--- src/rtl/rpn_alu.sv ---
// rpn_alu: reverse-Polish evaluation engine driving an external stack port.
// Define RPN_ALU_MUL_EN to enable opcode 2 (MUL); otherwise opcode 2 errors.
module rpn_alu #(
    parameter int DEPTH = 256,
    parameter int DWID  = 16
) (
    input  logic                   clk,
    input  logic                   rst,
    input  logic                   tok_valid,
    output logic                   tok_ready,
    input  logic                   tok_is_op,
    input  logic [DWID-1:0]        tok_data,
    output logic [DWID-1:0]        res,
    output logic                   res_v,
    output logic                   err,
    output logic [$clog2(DEPTH):0] depth,
    output logic                   stk_push,
    output logic                   stk_pop,
    output logic [DWID-1:0]        stk_din,
    input  logic [DWID-1:0]        stk_dout,
    input  logic                   stk_dout_v
);
    localparam int AW = $clog2(DEPTH) + 1;
    localparam logic [AW-1:0] FULL = AW'(DEPTH);
    localparam logic [AW-1:0] ONE  = AW'(1);
    localparam logic [AW-1:0] TWO  = AW'(2);

    localparam logic [2:0] IDLE  = 3'd0;
    localparam logic [2:0] POPB  = 3'd1;
    localparam logic [2:0] WAITB = 3'd2;
    localparam logic [2:0] POPA  = 3'd3;
    localparam logic [2:0] WAITA = 3'd4;
    localparam logic [2:0] PUSH  = 3'd5;
    localparam logic [2:0] PUSH2 = 3'd6;
    localparam logic [2:0] ERR   = 3'd7;

    localparam logic [2:0] OP_ADD  = 3'd0;
    localparam logic [2:0] OP_SUB  = 3'd1;
    localparam logic [2:0] OP_MUL  = 3'd2;
    localparam logic [2:0] OP_AND  = 3'd3;
    localparam logic [2:0] OP_OR   = 3'd4;
    localparam logic [2:0] OP_XOR  = 3'd5;
    localparam logic [2:0] OP_DUP  = 3'd6;
    localparam logic [2:0] OP_DROP = 3'd7;

    logic [2:0]      state_q, state_d;
    logic [2:0]      op_q, op_d;
    logic [DWID-1:0] b_q, b_d;
    logic [DWID-1:0] din_q, din_d;
    logic [DWID-1:0] res_q, res_d;
    logic            push_q, push_d;
    logic            pop_q, pop_d;
    logic            res_v_q, res_v_d;
    logic            err_q, err_d;
    logic [AW-1:0]   depth_q, depth_d;
    logic            op_ok;
    logic [DWID-1:0] alu;

    // Occupancy checks for an operator token, made against the mirrored count
    always_comb begin
        op_ok = 1'b0;
        case (tok_data[2:0])
            OP_DUP:  op_ok = (depth_q >= ONE) && (depth_q < FULL);
            OP_DROP: op_ok = (depth_q >= ONE);
`ifdef RPN_ALU_MUL_EN
            OP_MUL:  op_ok = (depth_q >= TWO);
`else
            OP_MUL:  op_ok = 1'b0;
`endif
            default: op_ok = (depth_q >= TWO);
        endcase
    end

    // a arrives on stk_dout in WAITA; b was captured earlier
    always_comb begin
        alu = '0;
        case (op_q)
            OP_ADD:  alu = stk_dout + b_q;
            OP_SUB:  alu = stk_dout - b_q;
`ifdef RPN_ALU_MUL_EN
            OP_MUL:  alu = stk_dout * b_q;
`endif
            OP_AND:  alu = stk_dout & b_q;
            OP_OR:   alu = stk_dout | b_q;
            OP_XOR:  alu = stk_dout ^ b_q;
            default: alu = '0;
        endcase
    end

    always_comb begin
        state_d = state_q;
        op_d    = op_q;
        b_d     = b_q;
        din_d   = din_q;
        res_d   = res_q;
        push_d  = 1'b0;
        pop_d   = 1'b0;
        res_v_d = 1'b0;
        err_d   = 1'b0;
        depth_d = depth_q;
        if (push_q) begin
            depth_d = depth_q + ONE;
        end else if (pop_q) begin
            depth_d = depth_q - ONE;
        end
        unique case (state_q)
            IDLE: begin
                if (tok_valid && !tok_is_op) begin
                    op_d = OP_ADD;
                    if (depth_q < FULL) begin
                        din_d   = tok_data;
                        push_d  = 1'b1;
                        state_d = PUSH;
                    end else begin
                        err_d   = 1'b1;
                        state_d = ERR;
                    end
                end else if (tok_valid) begin
                    op_d = tok_data[2:0];
                    if (op_ok) begin
                        pop_d   = 1'b1;
                        state_d = POPB;
                    end else begin
                        err_d   = 1'b1;
                        state_d = ERR;
                    end
                end
            end
            POPB: state_d = WAITB;
            WAITB: begin
                if (stk_dout_v) begin
                    b_d = stk_dout;
                    if (op_q == OP_DUP) begin
                        din_d   = stk_dout;
                        res_d   = stk_dout;
                        res_v_d = 1'b1;
                        push_d  = 1'b1;
                        state_d = PUSH;
                    end else if (op_q == OP_DROP) begin
                        state_d = IDLE;
                    end else begin
                        pop_d   = 1'b1;
                        state_d = POPA;
                    end
                end
            end
            POPA: state_d = WAITA;
            WAITA: begin
                if (stk_dout_v) begin
                    din_d   = alu;
                    res_d   = alu;
                    res_v_d = 1'b1;
                    push_d  = 1'b1;
                    state_d = PUSH;
                end
            end
            PUSH: begin
                if (op_q == OP_DUP) begin
                    push_d  = 1'b1;
                    state_d = PUSH2;
                end else begin
                    state_d = IDLE;
                end
            end
            PUSH2:   state_d = IDLE;
            ERR:     state_d = IDLE;
            default: state_d = IDLE;
        endcase
    end

    always_ff @(posedge clk or posedge rst) begin
        if (rst) begin
            state_q <= IDLE;
            op_q    <= '0;
            b_q     <= '0;
            din_q   <= '0;
            res_q   <= '0;
            push_q  <= 1'b0;
            pop_q   <= 1'b0;
            res_v_q <= 1'b0;
            err_q   <= 1'b0;
            depth_q <= '0;
        end else begin
            state_q <= state_d;
            op_q    <= op_d;
            b_q     <= b_d;
            din_q   <= din_d;
            res_q   <= res_d;
            push_q  <= push_d;
            pop_q   <= pop_d;
            res_v_q <= res_v_d;
            err_q   <= err_d;
            depth_q <= depth_d;
        end
    end

    assign tok_ready = (state_q == IDLE) && !rst;
    assign res       = res_q;
    assign res_v     = res_v_q;
    assign err       = err_q;
    assign depth     = depth_q;
    assign stk_push  = push_q;
    assign stk_pop   = pop_q;
    assign stk_din   = din_q;

endmodule

--- config.mk ---
export PLATFORM = sky130hd
export DESIGN_NAME = rpn_alu
export DESIGN_NICKNAME = d
export VERILOG_FILES = /design/src/rtl/rpn_alu.sv
export SDC_FILE = /design/constraint.sdc
export NUM_CORES = 1
export LEC_CHECK = 0
export CORE_AREA = 3 3 96 98
export CTS_CLUSTER_DIAMETER = 60
export DETAILED_ROUTE_END_ITERATION = 7
export DIE_AREA = 0 0 99 101
export DONT_BUFFER_PORTS = 1
export MAX_ROUTING_LAYER = met4
export PLACE_DENSITY = 0.83
export SKIP_LAST_GASP = 1
export SLEW_MARGIN = 30
export SYNTH_ARGS = -nofsm -noshare
export SYNTH_HDL_FRONTEND = slang
export SYNTH_SLANG_ARGS = --single-unit
export TNS_END_PERCENT = 5
--- constraint.sdc ---
create_clock -name clk -period 4.8 [get_ports clk]
set_input_delay 1.2 -clock clk [delete_from_list [all_inputs] [get_ports clk]]
set_output_delay 1.2 -clock clk [all_outputs]
set_load 0.03 [all_outputs]
Word-level counts from Yosys, hierarchy flattened

Index checks and enable logic that the tools add are counted.

Register bits after elaboration: 67
Output and inout port bits: 46
Logic and storage cells: 101

Add/subtract/negate cells: 4
Magnitude comparators: 3
Equal/unequal tests: 22
Mux-type cells: 42
Bitwise logic cells: 3
Reduce and logical (&&, ||, !) cells: 17

Operator list:

| cell                                                                  | count |
|---|---|
| 16-bit two-way mux                                                    | 5 |
| 16-bit case mux with 5 select lines                                   | 1 |
| 16-bit case mux with 3 select lines                                   | 1 |
| 16-bit case mux with 2 select lines                                   | 1 |
| 3-bit == test, second input constant                                  | 10 |
| 3-bit two-way mux                                                     | 9 |
| 3-bit case mux with 7 select lines                                    | 1 |
| 9-bit two-way mux                                                     | 2 |
| 16-bit adder                                                          | 1 |
| 16-bit bitwise AND                                                    | 1 |
| 1-bit two-way mux                                                     | 16 |
| 16-bit OR                                                             | 1 |
| 16-bit subtractor                                                     | 1 |
| 16-bit bitwise XOR                                                    | 1 |
| 3-bit by 2-bit == test with 1-bit output, second input constant       | 4 |
| 2-bit != test, second input constant                                  | 5 |
| 9-bit by 1-bit adder with 9-bit output, second input constant         | 1 |
| 9-bit by 1-bit >= comparator with 1-bit output, second input constant | 1 |
| 9-bit by 2-bit >= comparator with 1-bit output, second input constant | 1 |
| 9-bit < comparator, second input constant                             | 1 |
| 9-bit by 1-bit subtractor with 9-bit output, second input constant    | 1 |
| 3-bit by 1-bit == test with 1-bit output, second input constant       | 2 |
| 3-bit zero test                                                       | 2 |
| 6-bit AND reduction                                                   | 1 |
| other kinds (13)                                                      | 21 |

Logic depth before layout (Yosys ltp)

Depth after elaboration: 7
Mapped depth: 14
Gate-level depth less buffers: 13

Worst setup path after synthesis

Ideal clock, no wire load.

Kind: register -> register
Start: reg op_q[2]
End: reg din_q[15], in the netlist stk_din[15]
Data arrival time: 3,300 ps
Slack: 1,360 ps
Stages on the path, launching flop included: 13
Path buffers: 2
Cells stage by stage: dfrtp_1 -> clkbuf_2 -> or2b_1 -> nor2_1 -> clkbuf_1 -> mux2i_1 -> ha_1 -> nor2b_1 -> o2111ai_1 -> a211oi_2 -> a2111oi_4 -> mux2i_1 -> a41oi_2

Word-level cells in the longest chain between the ends: 4

Ends and longest elaborated chain:

| what                                        | RTL line | RTL |
|---|---|---|
| start, declared                             | 47       | `logic [2:0] op_q, op_d;` |
| start signal, assigned                      | 185      | `op_q <= op_d;` |
| 3-bit == test, or another cell as far along | 77       | `case (op_q)` |
| 16-bit case mux with 5 select lines         | 77       |  |
| 16-bit two-way mux                          | 149      | `if (stk_dout_v) begin` |
| 16-bit case mux with 3 select lines         | 106      | `unique case (state_q)` |
| end signal, assigned                        | 187      | `din_q <= din_d;` |
| end, declared                               | 49       | `logic [DWID-1:0] din_q, din_d;` |

Several ways; a longest one is shown, not always the timed one. The select of a mux whose other input is x is not followed.
A chain may end at the register's enable or synchronous reset.

Final worst setup path

Ends and elaborated chain as after synthesis.

==> flow_summary.ini <==
[finish]
nNetsFinal = 719
n_fill_cell = 702
syn2layout_area_growth_pct = 4.48
post-route-util_pct = 66.2
seqCellArea_sq_um = 1680
multi_input_area_sq_um = 3420
antennaDiodeCount = 0
layout-drive-gt1-share_pct = 8.04

[pwr]
power.share.clock_pct = 11.1
netSwitchingFraction_pct = 53.5
power_density_nw_per_um2 = 785
switchingPower_mw = 2.38
peakVddDrop_uv = 414
seq_power_share_pct = 33.8
intPower_mw = 2.07
power_frac_comb_pct = 55.1
p_leak_nw = 2.44

[floorplanning]
rows = 34
core_area_sq_um = 8550
initial_utilization_pct = 63.3
die_y_microns = 101
dieWidth_microns = 99
ios = 83
dieArea_sq_um = 10000

[drt]
vias = 4858
wl_per_cell_microns = 20.4
postRouteAntennaNets = 0
via_per_inst = 6.55
drtPass1Iterations = 5
post-route-drc-count = 0
totalWireLength_microns = 15100
drt_iter0_drc = 327

[clock_tree]
cts_sinks = 67
post_cts_buffers = 0
clk_pin_slew_ns = 0.08
clock_latency_ns = 0.35
cts_buffer_depth = 2
cts_tree = built
cts-root-buf = clkbuf_8
htreeDepth = 3
cts_resized = 0
postCtsHoldBufs = 0
numCtsBuffers = 9

[sta]
worst_pin_slew_ns = 0.955
skew_ns = 0.00957
fin_setup_tns_ns = 0
min_period_ns = 3.59
slew-limit-headroom_pct = 36.3
hold_viol_final = 0
grt_setup_unrepaired = false
drv_slew = 0
setup_viol = 0
fmax_mhz = 278
fin_crit_sh_pct = 74.9

[outcome]
status = completed

[logic_synthesis]
synthSimpleGateAreaFrac_pct = 18.8
synth_compound_area_share_pct = 26.4
yosys.area_share.adder_pct = 12.4
synth-xor-area-share_pct = 3.88
yosysMostFrequentCell = nand2_1
synthTopCellsByArea = dfrtp_1, ha_1, nand2_1
ys_types = 81
synth-seq-area-share_pct = 31.0
yosysWarnings = 0
synthesis.nets = 731
syn-cell-area_sq_um = 5420
yosys-top-cells-count = nand2_1, dfrtp_1, nor2_1
syn_inst = 641
synth_mux_area_share_pct = 1.52
synth_area_per_cell_sq_um = 8.45
yosys.area.top_type = dfrtp_1
ys_async_sr_fraction_pct = 100
synth_top_family_by_area = compound AO/OA/AOI/OAI gates
yosysTopAreaCellShare_pct = 31.0
synth_edf_count = 0
ys.flop_type = dfrtp_1
synth_seq_cells = 67

[place]
numPortBuffers = 0
post-dp-hpwl_microns = 11400
routabilityCongestion = 0.991

[global_routing]
grt_pass1_wl_microns = 24300
grt_max_degree = 40
grt_overflow = 0
grt_pass1_vias = 4773
grtUsageTotal_pct = 31.8
antenna_found_initial = 0

[flow_run]
drv_cap = 0

[critical_path]
cp-end-kind = register
cp-start-kind = register
crit_arrival_ns = 3.78
critPathKind = reg -> reg
cp_max_fo = 6
crit_required_ns = 4.99

[worst_hold_path]
min_path_type = reg -> reg
routing by layer:
| metal | GRT usage [%] | part of all wire [%] | up-vias |
|---|---|---|---|
| li1 | - | - | 2293 |
| met1 | 38.8 | 43 | 2342 |
| met2 | 51.3 | 47 | 181 |
| met3 | 5.61 | 5.9 | 42 |
| met4 | 14.7 | 3.9 | 0 |
| met5 | - | 0 | - |
power by group through the flow:
stage / clock network, mW / registers (mW) / logic, mW
after floorplan: 0 / 1.39 / 1.97
after global placement: 0 / 1.49 / 2.35
after detailed placement: 0 / 1.51 / 2.41
after CTS: 0.495 / 1.50 / 2.42
after global routing: 0.515 / 1.55 / 2.74
final: 0.491 / 1.50 / 2.45
state kept, by name (all words and copies together) (netlist names):
register and flops:
b_q 16, depth 9, err 1, op_q 3
res 16, res_v 1, state_q 3, stk_din 16
stk_pop 1, stk_push 1
critical path: stages (launching register included):
cell and delay (ns):
dfrtp_1 0.37, or2b_1 0.32, nor2_1 0.40, mux2i_1 0.36, ha_1 0.28, nor2b_1 0.15, o2111ai_1 0.50, a211oi_2 0.22
a2111oi_4 0.38, mux2i_1 0.31, a41oi_2 0.14
cell type report:
class,count,share of cell area [%]
Inverter,43,2.85
Clock inverter,7,1.33
Clock buffer,9,2.19
Tap cell,108,2.39
Sequential cell,67,29.6
Multi-Input combinational cell,499,60.4
Timing Repair Buffer,9,1.19
cell families after synthesis:
family / count (synthesis)
xor gates and xnor gates: 24
and+or+nand+nor: 204
buffers and inverters: 75
DFF: 67
adders and majority gates: 53
AOI/OAI and AO/OA: 210
muxes: 8
worst paths after layout:
path                                           from                      end  slack, ns  depth (start not counted)
worst min-delay path             b_q[5]$_DFFE_PP0P_       b_q[5]$_DFFE_PP0P_       0.63                          2
max in group asynchronous                       rst       b_q[3]$_DFFE_PP0P_       3.04                          2
worst min register to register   b_q[5]$_DFFE_PP0P_       b_q[5]$_DFFE_PP0P_       0.63                          2
worst max-delay path            op_q[2]$_DFFE_PP0P_  stk_din[15]$_DFFE_PP0P_       1.21                         10
min in group asynchronous                       rst       res[6]$_DFFE_PP0P_       0.83                          1
worst max register to register  op_q[2]$_DFFE_PP0P_  stk_din[15]$_DFFE_PP0P_       1.21                         10
cells in the final DEF, fill, tap and decap left out, drive strengths merged, types with 4 or more instances in the layout:
master  Yosys  final
o31ai       4      4
nor3       12     12
a211oi      5      5
o21a        6      6
a21o        7      7
inv        43     45
nor2b       5      5
nor4        4      4
xnor2      17     17
o21ai      54     54
o211ai      5      5
a31oi      26     26
nand2b      9      9
clkbuf     18      9
and3        6      6
nand2      75     75
nand3       7      7
buf        14      9
a22oi      17     17
mux2i       6      6
a21oi      45     45
dfrtp      67     67
a221oi      4      4
nand3b      9      9
ha         52     52
a22o        7      7
xor2        7      7
or3         4      4
nor2       55     55
stage by stage:
| step | std cells | cell area [sq um] | total power, mW | hold WS [ns] | setup WS [ns] |
|---|---|---|---|---|---|
| 2_1_floorplan | 641 | 5420 | 3.36 | 0.575 | 1.36 |
| 3_3_place_gp | 726 | 5450 | 3.84 | 0.608 | 1.26 |
| 3_5_place_dp | 726 | 5460 | 3.92 | 0.620 | 1.17 |
| 4_1_cts | 742 | 5660 | 4.42 | 0.630 | 1.21 |
| 5_1_grt | 742 | 5660 | 4.80 | 0.646 | 0.896 |
| 6_report | 742 | 5660 | 4.44 | 0.628 | 1.21 |
Note: power is estimated with default switching activity, not from simulation.
